**src/rtl/fm_discriminator.sv**
```systemverilog
// FM discriminator: sequential vectoring CORDIC extracts atan2(Q, I), then differences it against the previous phase.
// Optional macro FM_DISC_OVERRUN_EN adds a sticky overrun_o flag for samples dropped while the block was busy.
module fm_discriminator #(
    parameter int WIDTH = 16,
    parameter int ITER  = 14
) (
    input  logic                    clk,
    input  logic                    rst,
    input  logic                    valid_i,
    input  logic signed [WIDTH-1:0] i_i,
    input  logic signed [WIDTH-1:0] q_i,
    output logic signed [WIDTH-1:0] data_o,
    output logic                    start_o,
    output logic                    busy_o
`ifdef FM_DISC_OVERRUN_EN
    ,
    output logic                    overrun_o
`endif
);

    localparam int AW   = WIDTH + 2;
    localparam int KW   = $clog2(ITER);
    localparam int SH   = (WIDTH < 32) ? 32 - WIDTH : 0;
    localparam int SHM1 = (SH > 0) ? SH - 1 : 0;
    localparam logic signed [AW-1:0] PHASE_PI = {3'b001, {(WIDTH-1){1'b0}}};

    typedef enum logic [2:0] {
        S_IDLE = 3'd0,
        S_PRE  = 3'd1,
        S_ITER = 3'd2,
        S_DIFF = 3'd3,
        S_OUT  = 3'd4
    } state_t;

    // atan(2^-k) with a full turn mapped to 2^32; rescaled to the WIDTH-bit phase below.
    function automatic logic [31:0] atan_raw(input int k);
        case (k)
            0:  return 32'd536870912;
            1:  return 32'd316933406;
            2:  return 32'd167458907;
            3:  return 32'd85004756;
            4:  return 32'd42667331;
            5:  return 32'd21354465;
            6:  return 32'd10679838;
            7:  return 32'd5340245;
            8:  return 32'd2670163;
            9:  return 32'd1335087;
            10: return 32'd667544;
            11: return 32'd333772;
            12: return 32'd166886;
            13: return 32'd83443;
            14: return 32'd41722;
            15: return 32'd20861;
            16: return 32'd10430;
            17: return 32'd5215;
            18: return 32'd2608;
            19: return 32'd1304;
            20: return 32'd652;
            21: return 32'd326;
            22: return 32'd163;
            23: return 32'd81;
            24: return 32'd41;
            25: return 32'd20;
            26: return 32'd10;
            27: return 32'd5;
            28: return 32'd3;
            29: return 32'd1;
            30: return 32'd1;
            default: return 32'd0;
        endcase
    endfunction

    function automatic logic signed [AW-1:0] atan_lut(input int k);
        logic [32:0] t;
        t = {1'b0, atan_raw(k)};
        if (SH > 0) t = (t + (33'd1 << SHM1)) >> SH;
        return AW'(t);
    endfunction

    state_t state_q, state_d;
    logic signed [AW-1:0]    x_q, x_d, y_q, y_d, z_q, z_d;
    logic signed [AW-1:0]    xs, ys;
    logic [KW-1:0]           k_q, k_d;
    logic                    zero_q, zero_d;
    logic signed [WIDTH-1:0] data_q, data_d, prev_q, prev_d, phase;

    always_ff @(posedge clk or posedge rst) begin
        if (rst) state_q <= S_IDLE;
        else     state_q <= state_d;
    end

    always_comb begin
        state_d = S_IDLE;
        case (state_q)
            S_IDLE:  state_d = valid_i ? S_PRE : S_IDLE;
            S_PRE:   state_d = S_ITER;
            S_ITER:  state_d = (k_q == KW'(ITER - 1)) ? S_DIFF : S_ITER;
            S_DIFF:  state_d = S_OUT;
            S_OUT:   state_d = S_IDLE;
            default: state_d = S_IDLE;
        endcase
    end

    always_comb begin
        busy_o  = (state_q == S_PRE) || (state_q == S_ITER) || (state_q == S_DIFF);
        start_o = (state_q == S_OUT);
    end

    always_comb begin
        x_d    = x_q;
        y_d    = y_q;
        z_d    = z_q;
        k_d    = k_q;
        zero_d = zero_q;
        data_d = data_q;
        prev_d = prev_q;
        xs     = x_q >>> k_q;
        ys     = y_q >>> k_q;
        phase  = zero_q ? '0 : z_q[WIDTH-1:0];
        case (state_q)
            S_IDLE: begin
                if (valid_i) begin
                    x_d = AW'(i_i);
                    y_d = AW'(q_i);
                end
            end
            S_PRE: begin
                // Left half-plane: rotate by pi so the iterations only see x >= 0.
                zero_d = (x_q == '0) && (y_q == '0);
                k_d    = '0;
                if (x_q[AW-1]) begin
                    x_d = -x_q;
                    y_d = -y_q;
                    z_d = y_q[AW-1] ? -PHASE_PI : PHASE_PI;
                end else begin
                    z_d = '0;
                end
            end
            S_ITER: begin
                if (!y_q[AW-1]) begin
                    x_d = x_q + ys;
                    y_d = y_q - xs;
                    z_d = z_q + atan_lut(int'(k_q));
                end else begin
                    x_d = x_q - ys;
                    y_d = y_q + xs;
                    z_d = z_q - atan_lut(int'(k_q));
                end
                k_d = k_q + KW'(1);
            end
            S_DIFF: begin
                // Truncation to WIDTH bits makes the difference wrap the short way round.
                data_d = phase - prev_q;
                prev_d = phase;
            end
            default: ;
        endcase
    end

    always_ff @(posedge clk or posedge rst) begin
        if (rst) begin
            x_q    <= '0;
            y_q    <= '0;
            z_q    <= '0;
            k_q    <= '0;
            zero_q <= 1'b0;
            data_q <= '0;
            prev_q <= '0;
        end else begin
            x_q    <= x_d;
            y_q    <= y_d;
            z_q    <= z_d;
            k_q    <= k_d;
            zero_q <= zero_d;
            data_q <= data_d;
            prev_q <= prev_d;
        end
    end

    assign data_o = data_q;

`ifdef FM_DISC_OVERRUN_EN
    logic overrun_q, overrun_d;

    always_comb overrun_d = overrun_q | (valid_i && (state_q != S_IDLE));

    always_ff @(posedge clk or posedge rst) begin
        if (rst) overrun_q <= 1'b0;
        else     overrun_q <= overrun_d;
    end

    assign overrun_o = overrun_q;
`endif

endmodule
```
**config.mk**
```make
export PLATFORM = sky130hd
export DESIGN_NAME = fm_discriminator
export DESIGN_NICKNAME = d
export VERILOG_FILES = /design/src/rtl/fm_discriminator.sv
export SDC_FILE = /design/constraint.sdc
export NUM_CORES = 1
export LEC_CHECK = 0
export BUFFER_PORTS_ARGS = -buffer_cell sky130_fd_sc_hd__buf_2
export CAP_MARGIN = 20
export CORE_MARGIN = 4
export CORE_UTILIZATION = 44
export CTS_BUF_LIST = sky130_fd_sc_hd__clkbuf_4 sky130_fd_sc_hd__clkbuf_8
export DETAILED_ROUTE_END_ITERATION = 16
export PLACE_DENSITY = 0.71
export SLEW_MARGIN = 20
export SYNTH_ARGS = -nofsm -noshare
export SYNTH_HDL_FRONTEND = slang
export SYNTH_SLANG_ARGS = --single-unit
```
**constraint.sdc**
```tcl
create_clock -name clk -period 5.28 [get_ports clk]
set_input_delay 0.264 -clock clk [delete_from_list [all_inputs] [get_ports clk]]
set_output_delay 0.264 -clock clk [all_outputs]
set_load 0.005 [all_outputs]
```
Yosys cells after proc, flatten, opt, wreduce, memory -nomap -nowiden
Memories as Yosys holds them, arrays and structs flattened.
Cells that the tools add are included.
W data, S select, Z words.
{ "word_totals": {"latchBits": 0, "reg_bits": 94, "mem_count": 2, "rom_bits": 960, "in_bits": 35, "output_inout_bits": 18, "mem_bits_rw": 0, "word_cells": 67} }
{ "memory_table": {"columns": ["name", "words", "word_bits", "rd", "rd_ports_with_merged_regs", "wr", "line", "rtl"], "rows": [
  ["(no name shown)", 16, 30, 1, 0, 0, "37", "case (k)"],
  ["(no name shown)", 16, 30, 1, 0, 0, "37", null]
]} }
{ "op_classes": {"div_mod_pow": 0, "add_sub_neg": 12, "bitwise_logic": 0, "n_mul": 0, "n_eq_ne": 7, "magnitude_cmp": 0, "n_mux": 25, "n_reduce_logical": 10, "n_shift": 2} }
{ "op_table": {"columns": ["cell", "count"], "rows": [
  ["$mux W18", 13],
  ["$mux W32", 4],
  ["$pmux W18 S3", 2],
  ["$add A32 B16 Y33 const B", 2],
  ["$add A18 B18 Y18", 3],
  ["$sub A18 B18 Y18", 3],
  ["$logic_not A18 Y1", 2],
  ["$neg A18 Y18", 2],
  ["$pmux W18 S2", 1],
  ["$sshr A18 B4 Y18", 2],
  ["$mux W16", 1],
  ["$sub A16 B16 Y16", 1],
  ["$pmux W3 S4", 1],
  ["$pmux W4 S2", 1],
  ["$eq A3 B2 Y1 const B", 2],
  ["$add A4 B1 Y4 const B", 1],
  ["$eq A4 B4 Y1 const B", 1],
  ["$ne A2 B2 Y1 const B", 2],
  ["$eq A3 B1 Y1 const B", 1],
  ["$eq A3 B3 Y1 const B", 1],
  ["$logic_not A3 Y1", 1],
  ["$reduce_and A3 Y1", 1],
  ["$reduce_bool A3 Y1", 1],
  ["$logic_or A1 B1 Y1", 2],
  ["4 further kinds", 5]
]} }

Logic depth before layout (Yosys ltp)
Gate-level depths: netlist (run 1).
An unclocked memory read counts as a cell.
{ "depth": {"ltp_word": 9, "mapped_depth": 26, "mapped_depth_nobuf": 22} }

Worst setup path before layout (run 1)
OpenSTA, ideal clock, no wires.
{ "synth_path": {"path_kind": "reg2reg", "from": "reg k_q[0]", "to": "reg z_q[14]", "setup_slack_ps": -57, "setup_ps": 122, "required_ps": 5158, "path_stages_with_launch": 25, "synth_period_minus_slack_ps": 5337, "path_buffers": 4, "t_arrival_ps": 5215, "path_cell_list": "dfrtp_1 buf_6 inv_4 buf_6 buf_2 ha_1 clkbuf_1 nor2b_1 o21ai_0 nand2_1 ha_1 o221ai_1 or2_2 xor2_1 and3_1 nor2_1 xor2_1 ha_1 or3_1 o21a_1 o21a_1 o31ai_1 a2111oi_0 or3_1 a32o_1"} }
{ "synth_via": {"elab_chain_len": 9, "word_cells_on_any_way": 16, "cone_classes": "add/sub (4); mux (10); memory (2)"} }
{ "synth_rtl": {"columns": ["item", "line", "rtl"], "rows": [
  ["from (decl)", "83", "logic [KW-1:0] k_q, k_d;"],
  ["from (signal assigned)", "173", "k_q <= k_d;"],
  ["$mem_v2 Z16 W30", null, null],
  ["$mux W32", "140", "if (!y_q[AW-1]) begin"],
  ["$mux W32", "120", "case (state_q)"],
  ["$add A32 B16 Y33", "76", "if (SH > 0) t = (t + (33'd1 << SHM1)) >> SH;"],
  ["$mux W18", "140", null],
  ["$mux W18", "120", null],
  ["$add A18 B18 Y18 or $sub A18 B18 Y18 (tied branches)", "143, 147", null],
  ["$mux W18 (*)", "140", null],
  ["$pmux W18 S2 (*)", "120", null],
  ["to (signal assigned)", "172", "z_q <= z_d;"],
  ["to (decl)", "81", "logic signed [AW-1:0] x_q, x_d, y_q, y_d, z_q, z_d;"]
]} }
Mark *: on every way between the ends. The rest lies on a longest branch, timed or not. The select of a mux whose other input is x is not followed.
A chain may end at the register's enable or synchronous reset.

Worst setup path in the final report (run 1)
{ "layout_path": {"from": "reg k_q[1]", "to": "reg z_q[15]"} }
The elaborated chain is that of the path after synthesis.

==> flow_metrics.tcl, run 1 <==
set metrics [dict create \
    worstMarginPinSlew_ps 1070 \
    worstHoldPathType "input port to flip-flop" \
    critPathLaunchType "flip-flop" \
    worstPathArrival_ps 5290 \
    final_cell_area_um2 12000 \
    clock_latency_ps 400 \
    max_stage_delay_ps 500 \
    dr.first_iter.drc_count 1168 \
    worstPathCellList "inv_1 > ha_1 > inv_1 > mux4_2 > inv_1 > ha_2 > o221ai_2 > or2_2 > xor2_1 > and3_1 > a21oi_1 > xor2_1 > ha_1 > and2_1 > o211ai_1 > a31oi_1 > nor2_1 > a211oi_1 > a211oi_1 > xnor2_1 > a21oi_1 > o21ai_0" \
    rsz0062_at_grt "false" \
    finish.net_count 1522 \
    status "complete, no violations" \
    cts_tree "built" \
    dp.cells 1715 \
    drt-total-wl_um 31600 \
    finalCriticalPeriod_ps 4970 \
    syn_nets 1496 \
    synth_edf_count 0 \
    fin_cells 1736 \
    maxCapViolCount 0 \
    crit_fanout 6 \
    crit_path_top_delay_cell "mux4_2" \
    final_max_slew_viol_count 0 \
    netlist_area_um2 11100 \
    grt_pass1_wl_um 51500 \
    htreeDepth 3 \
    dpl_cell_area_um2 11700 \
    crit_top_cell "inv_1" \
    synth_seq_cells 92 \
    die-area_um2 27800 \
    start_util_pct 45.2 \
    dr_total_vias 10600 \
    max-clock-path-buffers 2 \
    min_period_over_period_pct 94.1 \
    max_freq_ghz 0.201 \
    setup_tns_ps 0 \
    portBuffers 52 \
    cts_sinks 92 \
    path_clk_slew_ps 110 \
    ys_warn_count 0 \
    setup_slack_ps 312 \
    grt_overflow 0 \
    die_width_um 167 \
    n_fill_cell 2434 \
    dpl.hpwl_um 23800 \
    numCtsBuffers 9 \
    area_growth_pct 8.35 \
    drive_gt1_share_pct 14.8 \
    setup_violations 0 \
    vias_per_cell 6.10 \
    cp.required_ps 5600 \
    antenna_left 0 \
    rr_worst_depth 22 \
    max_slew_margin_pct 28.7 \
    seq_area_frac_synth_pct 20.7 \
    syn_area_per_cell_um2 8.04 \
    grt_pass1_vias 10100 \
    insertedDiodeCount 0 \
    antenna_found_initial 0 \
    io_pins 53 \
    first_pass_iters 9 \
    grt_usage_pct 22.2 \
    core-area_um2 24500 \
    finalHoldViolations 0 \
    rows 57 \
    wl_per_cell_um 18.2 \
    gp_congestion 0.938 \
    finClkSkew_ps 16.4 \
    cp-end-kind "flip-flop" \
    die_y_um 167 \
    grt_max_degree 50 \
    dp_slack_ps 45.2 \
    async_reset_ff_share_pct 100 \
    synth.distinct_cells 87 \
    hold_depth 3 \
    drc 0 \
    path_class "flip-flop to flip-flop" \
    syn_inst 1381 \
    ys.flop_type "dfrtp_1" \
    clock-root-buffer "clkbuf_8" \
]
-- cell usage in the layout, fill, tap and decap left out, types with 9 or more instances in the layout --
cell type	count
o21ai_0	123
mux2i_1	26
a221oi_1	11
a22oi_1	12
dfrtp_1	88
nor3_1	46
or3_1	17
xnor2_1	73
buf_2	52
a21o_1	10
a31oi_1	18
nand3_1	22
inv_1	60
nand2b_1	18
o21a_1	28
mux4_2	24
nor2b_1	37
nand2_1	128
buf_4	53
ha_1	75
mux2_2	26
nor2_1	118
o31ai_1	12
a222oi_1	15
a211oi_1	16
o22ai_1	12
clkbuf_8	9
xor2_1	38
a21oi_1	79
and3_1	11
-- metal layers --
metal	share of wire [%]	global-route usage (%)
met2	48	38.9
met4	4.5	9.71
met3	5.5	2.73
met5	0	0
met1	42	27.5
-- synthesized netlist by cell type, types with 5 or more instances --
cell type  instances  area (µm²)
nand2_1          128         480
o21ai_0          124         621
nor2_1           119         447
dfrtp_1           92        2300
a21oi_1           81         405
ha_1              76         951
xnor2_1           73         639
inv_1             61         229
clkbuf_1          58         218
nor3_1            47         235
xor2_1            38         333
nor2b_1           37         231
o21a_1            28         210
mux2_2            26         293
mux2i_1           26         260
mux4_2            24         541
nand3_1           22         110
a31oi_1           18         113
nand2b_1          18         113
or3_1             17         106
a211oi_1          16         120
a222oi_1          15         150
buf_2             14        70.1
o31ai_1           13        97.6
a221oi_1          12         105
a22oi_1           12        90.1
o22ai_1           12        75.1
and3_1            11        68.8
a21o_1            10        75.1
buf_1              9        33.8
and2_1             8        50.1
a21boi_0           6        45.0
buf_6              6        67.6
nand3b_1           6        45.0
nor4_1             6        37.5
mux4_1             5         131
o221ai_1           5        43.8
-- area by class of cell --
type                            instances  area, µm²  area share (%)
Clock inverter                          7       67.6           0.562
Timing Repair Buffer                  107        688            5.72
Inverter                               64        245            2.04
Multi-Input combinational cell       1133       8190            68.1
Clock buffer                            9        124            1.03
Tap cell                              324        405            3.37
Sequential cell                        92       2310            19.2
-- sequential cells by signal, indices dropped and copies added (netlist names) --
register,cells
k_q,4
zero_q,1
data_o,16
prev_q,16
state_q,3
y_q,18
z_q,16
x_q,18
-- stage by stage --
stage	hold WS (ps)	utilization (%)
detailed placement	388	47.9
finish	107	49.0
floorplan	412	-
global placement	379	47.9
global route	104	49.0
CTS	86.7	48.7
-- path summary, 6_finish.rpt --
kind	start	slack [ps]	end
setup / recovery	k_q[1]	310	z_q[15]
hold / removal	i_i[1]	110	x_q[1]
setup reg to reg	k_q[1]	310	z_q[15]
hold reg to reg	data_o[6]	480	data_o[6]
max in group asynchronous	rst	3690	k_q[0]
min in group asynchronous	rst	480	z_q[15]
-- repair_timing --
action | CTS | global route
hold buffers | 1 | 0
resized for setup | 0 | 11
hold endpoints to repair | 48 | 0
buffers inserted | 0 | 4
setup endpoints to repair | 0 | 10
-- critical path: cells and delay by family, from the launching register on --
kind	cells	cell delay, ps
buf+inv	3	280
mux	1	500
simple gates	4	850
flops	1	440
compound gates	8	1510
xor+xnor	3	530
fa+ha+maj	3	790
-- cells by family (layout without fill, tap and decap cells) --
logic type | Yosys count | in the layout | synth area share, %
buf+inv | 156 | 187 | 6.01
flops | 92 | 92 | 20.7
simple gates | 448 | 448 | 19.6
mux | 86 | 86 | 11.7
fa+ha+maj | 80 | 80 | 9.29
xor+xnor | 111 | 111 | 8.76
compound gates | 408 | 408 | 23.8
Power of run 1 is not shown: default switching activity piles up to over one toggle a cycle in this logic, so the estimate is an artifact.
==> run 2, diff against run 1 <==
--- a/config.mk
+++ b/config.mk
@@ -12,6 +12,7 @@
 export CTS_BUF_LIST = sky130_fd_sc_hd__clkbuf_4 sky130_fd_sc_hd__clkbuf_8
 export DETAILED_ROUTE_END_ITERATION = 16
 export PLACE_DENSITY = 0.71
+export SETUP_SLACK_MARGIN = 0.4
 export SLEW_MARGIN = 20
 export SYNTH_ARGS = -nofsm -noshare
 export SYNTH_HDL_FRONTEND = slang
==> run 2 against run 1 <==
Effect of this change: via count rose by 2.4%; global-route usage fell by 0.57 points; cell count rose by 2.1%; sequential share of layout area fell by 0.99 points; wire length rose by 4.1%; sequential cell count did not move; register-to-register slack improved by 170 ps; fmax rose by 3.5%; worst hold slack got worse by 29 ps; non-clock buffer count rose by 36.
==> flow_metrics.tcl, run 2 (same netlist as run 1, synthesis figures left out) <==
set metrics [dict create \
    r2r-start "k_q[1]" \
    grt_max_degree 68 \
    numCtsBuffers 9 \
    crit_path_top_delay_cell "dfrtp_2" \
    final_cell_mix "126 x nand2_1, 117 x o21ai_0, 114 x nor2_1" \
    dpl.hpwl_um 23200 \
    gp_congestion 0.939 \
    final_max_slew_viol_count 0 \
    r2r_end "x_q[17]" \
    drive_gt1_share_pct 19.8 \
    setup_tns_ps 0 \
    dr_total_vias 10800 \
    drt-total-wl_um 32900 \
    area_growth_pct 14.4 \
    final_common_cell "nand2_1" \
    first_pass_iters 7 \
    grt_pass1_wl_um 50300 \
    io_pins 53 \
    vias_per_cell 6.12 \
    finClkSkew_ps 12.4 \
    finalCriticalPeriod_ps 4800 \
    worstMarginPinSlew_ps 1090 \
    path_class "flip-flop to flip-flop" \
    crit_family "compound AO/OA/AOI/OAI gates" \
    cp-end-kind "flip-flop" \
    finish.net_count 1558 \
    maxCapViolCount 0 \
    cp.depth 18 \
    worst-path-buf-inv 1 \
    hold_depth 3 \
    cts_tree "built" \
    critPathLaunchType "flip-flop" \
    crit_path_end "x_q[17]" \
    min_period_over_period_pct 90.9 \
    rrSetupSlack_ps 480 \
    drc 0 \
    max_slew_margin_pct 27.1 \
    antenna_left 0 \
    grt_overflow 0 \
    insertedDiodeCount 0 \
    htreeDepth 3 \
    cts_sinks 92 \
    die-area_um2 27800 \
    rows 57 \
    core-area_um2 24500 \
    crit_fanout 12 \
    clock_latency_ps 420 \
    clock-root-buffer "clkbuf_8" \
    rsz0062_at_grt "true" \
    setup_violations 0 \
    start_util_pct 45.2 \
    rr_worst_depth 18 \
    finalHoldViolations 0 \
    cp.required_ps 5570 \
    status "complete, no violations" \
    die_width_um 167 \
    grt_usage_pct 21.6 \
    grt_pass1_vias 10000 \
    max_stage_delay_ps 470 \
    setup.worst_path.start "k_q[1]" \
    dr.first_iter.drc_count 1173 \
    portBuffers 52 \
    reg.largest.list "x_q: 18 flops, y_q: 18 flops" \
    die_y_um 167 \
    worstPathArrival_ps 5090 \
    max_freq_ghz 0.208 \
    path_clk_slew_ps 110 \
    worstHoldPathType "input port to flip-flop" \
    wl_per_cell_um 18.6 \
    max-clock-path-buffers 2 \
    worstPathCellList "buf_12 > mux2_2 > a22oi_1 > o311ai_0 > a21oi_1 > ha_2 > nand2_1 > nor3_2 > o21ai_0 > o311ai_0 > ha_1 > o21a_1 > nor2_1 > a211oi_4 > o31ai_1 > xnor2_1 > a21oi_1 > a2bb2oi_1" \
    antenna_found_initial 0 \
]
[run 2: final cells by class]
cell class / count / area [µm²]
timing repair buffer: 143 / 1050
sequential: 92 / 2310
tap: 324 / 405
inverter: 64 / 245
fill: 2295 / 11800
multi-input combinational: 1133 / 8470
clock buffer: 9 / 124
clock inverter: 7 / 91.3
[run 2: worst reg2reg max path: stages (launching register included)]
cell and delay, ps:
dfrtp_2 470, buf_12 170, mux2_2 390, a22oi_1 230
o311ai_0 330, a21oi_1 450, ha_2 270, nand2_1 160
nor3_2 320, o21ai_0 120, o311ai_0 150, ha_1 360
o21a_1 190, nor2_1 230, a211oi_4 80, o31ai_1 260
xnor2_1 230, a21oi_1 120, a2bb2oi_1 160
[run 2: metrics by stage]
step	utilization [%]	area [µm²]	hold WS, ps	instances	setup WS [ps]
2_1_floorplan	-	11100	412	1381	425
3_3_place_gp	47.7	11700	268	1706	290
3_5_place_dp	47.7	11700	270	1706	235
4_1_cts	48.9	12000	69.6	1725	411
5_1_grt	51.8	12700	68.0	1772	264
6_report	51.8	12700	77.9	1772	481
[run 2: what timing repair did]
item | 4_1_cts | 5_1_grt
resized for setup | 8 | 65
endpoints found under the hold margin | 25 | 0
endpoints found under the setup margin | 7 | 20
hold buffers | 1 | 0
gates cloned | 0 | 4
pin swaps | 2 | 30
setup buffers | 2 | 43
[run 2: how the worst min path moves through the flow]
stage | from | endpoint | slack (ps)
floorplan | i_i[1] | x_q[1] | 410
global placement | rst | y_q[15] | 270
detailed placement | rst | y_q[15] | 270
CTS | i_i[1] | x_q[1] | 70
global route | i_i[1] | x_q[1] | 70
finish | i_i[1] | x_q[1] | 80
[run 2: per-layer routing]
layer / up-vias / global-route usage (%) / wire, µm
met5: - / 0 / 0
met4: 0 / 9.18 / 1390
met3: 102 / 2.70 / 2180
met2: 495 / 38.7 / 16000
met1: 5081 / 26.2 / 13300
li1: 5164 / - / -
Power of run 2 is left out for the same reason.
==> run 3, diff against run 2 <==
--- a/config.mk
+++ b/config.mk
@@ -11,7 +11,6 @@
 export CORE_UTILIZATION = 44
 export CTS_BUF_LIST = sky130_fd_sc_hd__clkbuf_4 sky130_fd_sc_hd__clkbuf_8
 export DETAILED_ROUTE_END_ITERATION = 16
-export PLACE_DENSITY = 0.71
 export SETUP_SLACK_MARGIN = 0.4
 export SLEW_MARGIN = 20
 export SYNTH_ARGS = -nofsm -noshare
==> run 3 against run 2 <==
Effect of this change: count of clock-buffer cells in the layout is the same; cell count shrank 0.62%; global-route usage grew 1.6 points; sequential share of layout area grew 0.29 points; sequential cell count is the same; core utilization shrank 0.83 points; critical path type unchanged; clock skew shrank 1.1 ps; register-to-register slack gained 90 ps; worst setup slack gained 94 ps; worst hold slack gained 20 ps; fmax grew 2.0%; wire length grew 3.2%.
==> flow_metrics.tcl, run 3 (same netlist as run 1, synthesis figures left out) <==
set metrics [dict create \
    status "complete, no violations" \
    rr_worst_depth 21 \
    r2r_end "z_q[14]" \
    cts_tree "built" \
    dr_total_vias 10800 \
    n_fill_cell 2407 \
    cp-end-kind "flip-flop" \
    htreeDepth 3 \
    gp_congestion 0.942 \
    finalCriticalPeriod_ps 4700 \
    finClkSkew_ps 11.3 \
    grt_pass1_wl_um 53400 \
    finalHoldViolations 0 \
    dpl.hpwl_um 24700 \
    clock-root-buffer "clkbuf_8" \
    io_pins 53 \
    final_max_slew_viol_count 0 \
    final_common_cell "nand2_1" \
    drive_gt1_share_pct 18.6 \
    path_clk_slew_ps 110 \
    crit_fanout 12 \
    die-area_um2 27800 \
    cts_sinks 92 \
    start_util_pct 45.2 \
    first_pass_iters 6 \
    die_width_um 167 \
    maxCapViolCount 0 \
    max-clock-path-buffers 2 \
    rsz0062_at_grt "true" \
    max_freq_ghz 0.213 \
    path_class "flip-flop to flip-flop" \
    grt_pass1_vias 10000 \
    worstPathArrival_ps 5000 \
    setup_tns_ps 0 \
    cp.required_ps 5580 \
    max_slew_margin_pct 25.5 \
    final_cell_mix "128 x nand2_1, 117 x o21ai_0, 116 x nor2_1" \
    crit_path_end "z_q[14]" \
    worst_hold_slack_ps 97.4 \
    setup.worst_path.start "k_q[1]" \
    setup_violations 0 \
    grt_usage_pct 23.3 \
    vias_per_cell 6.11 \
    hold_depth 3 \
    insertedDiodeCount 0 \
    rows 57 \
    drt-total-wl_um 34000 \
    dr.first_iter.drc_count 926 \
    finish.net_count 1547 \
    min_period_over_period_pct 89.1 \
    portBuffers 52 \
    grt_max_degree 48 \
    numCtsBuffers 9 \
    worstMarginPinSlew_ps 1110 \
    worstHoldPathType "input port to flip-flop" \
    rrSetupSlack_ps 580 \
    critPathLaunchType "flip-flop" \
    antenna_found_initial 0 \
    r2r-start "k_q[1]" \
    antenna_left 0 \
    area_growth_pct 12.6 \
    grt_overflow 0 \
    die_y_um 167 \
    reg.largest.list "x_q: 18 flops, y_q: 18 flops" \
    drc 0 \
    core-area_um2 24500 \
    wl_per_cell_um 19.3 \
    clock_latency_ps 410 \
]
run 3: worst min-delay path by stage:
stage / start / endpoint / slack [ps]
final: i_i[1] / x_q[1] / 100
after detailed placement: rst / prev_q[15] / 380
after global placement: rst / prev_q[15] / 380
after floorplan: i_i[1] / x_q[1] / 410
after global routing: i_i[1] / x_q[1] / 100
after CTS: i_i[1] / x_q[1] / 80
run 3: area by class of cell:
cell class	count	area [µm²]	share of cell area [%]
clock buffers	9	124	0.991
inverters	64	249	1.99
clock inverters	7	67.6	0.541
well taps	324	405	3.24
multi-input cells	1133	8370	67.0
flip-flops and latches	92	2310	18.5
repair buffers	132	963	7.71
run 3: what timing repair did:
item | 4_1_cts | 5_1_grt
buffers inserted | 5 | 24
cloned | 2 | 1
gates resized for setup | 6 | 43
endpoints found under the setup margin | 4 | 18
endpoints found under the hold margin | 45 | 0
hold buffers | 1 | 0
pin swaps | 1 | 17
run 3: layer usage:
metal / GRT usage [%] / up-vias / share of wire, %
li1: - / 5150 / -
met1: 29.4 / 5141 / 42
met2: 41.2 / 378 / 50
met3: 2.63 / 84 / 4.7
met4: 8.11 / 0 / 3.6
met5: 0 / - / 0
run 3: critical path: stages (launching register included):
cell and delay, ps:
dfrtp_2 450, buf_12 170, ha_2 210, inv_1 40
mux4_2 490, inv_2 110, ha_4 180, buf_4 120
xor2_1 120, nand3b_1 80, a21boi_1 210, and3_4 240
nor2_2 40, xor2_1 150, ha_2 220, or3_4 400
o21a_1 190, o21a_1 210, o31ai_4 260, a2111oi_4 120
or3_1 330, a32o_1 250
run 3: metrics by stage:
step | util [%] | instances | instance area (µm²) | setup slack [ps]
global route | 50.9 | 1761 | 12500 | 352
floorplan | - | 1381 | 11100 | 425
detailed placement | 48.0 | 1712 | 11800 | 276
CTS | 49.3 | 1736 | 12100 | 382
global placement | 48.0 | 1712 | 11800 | 384
finish | 50.9 | 1761 | 12500 | 575
Power of run 3 is left out for the same reason.
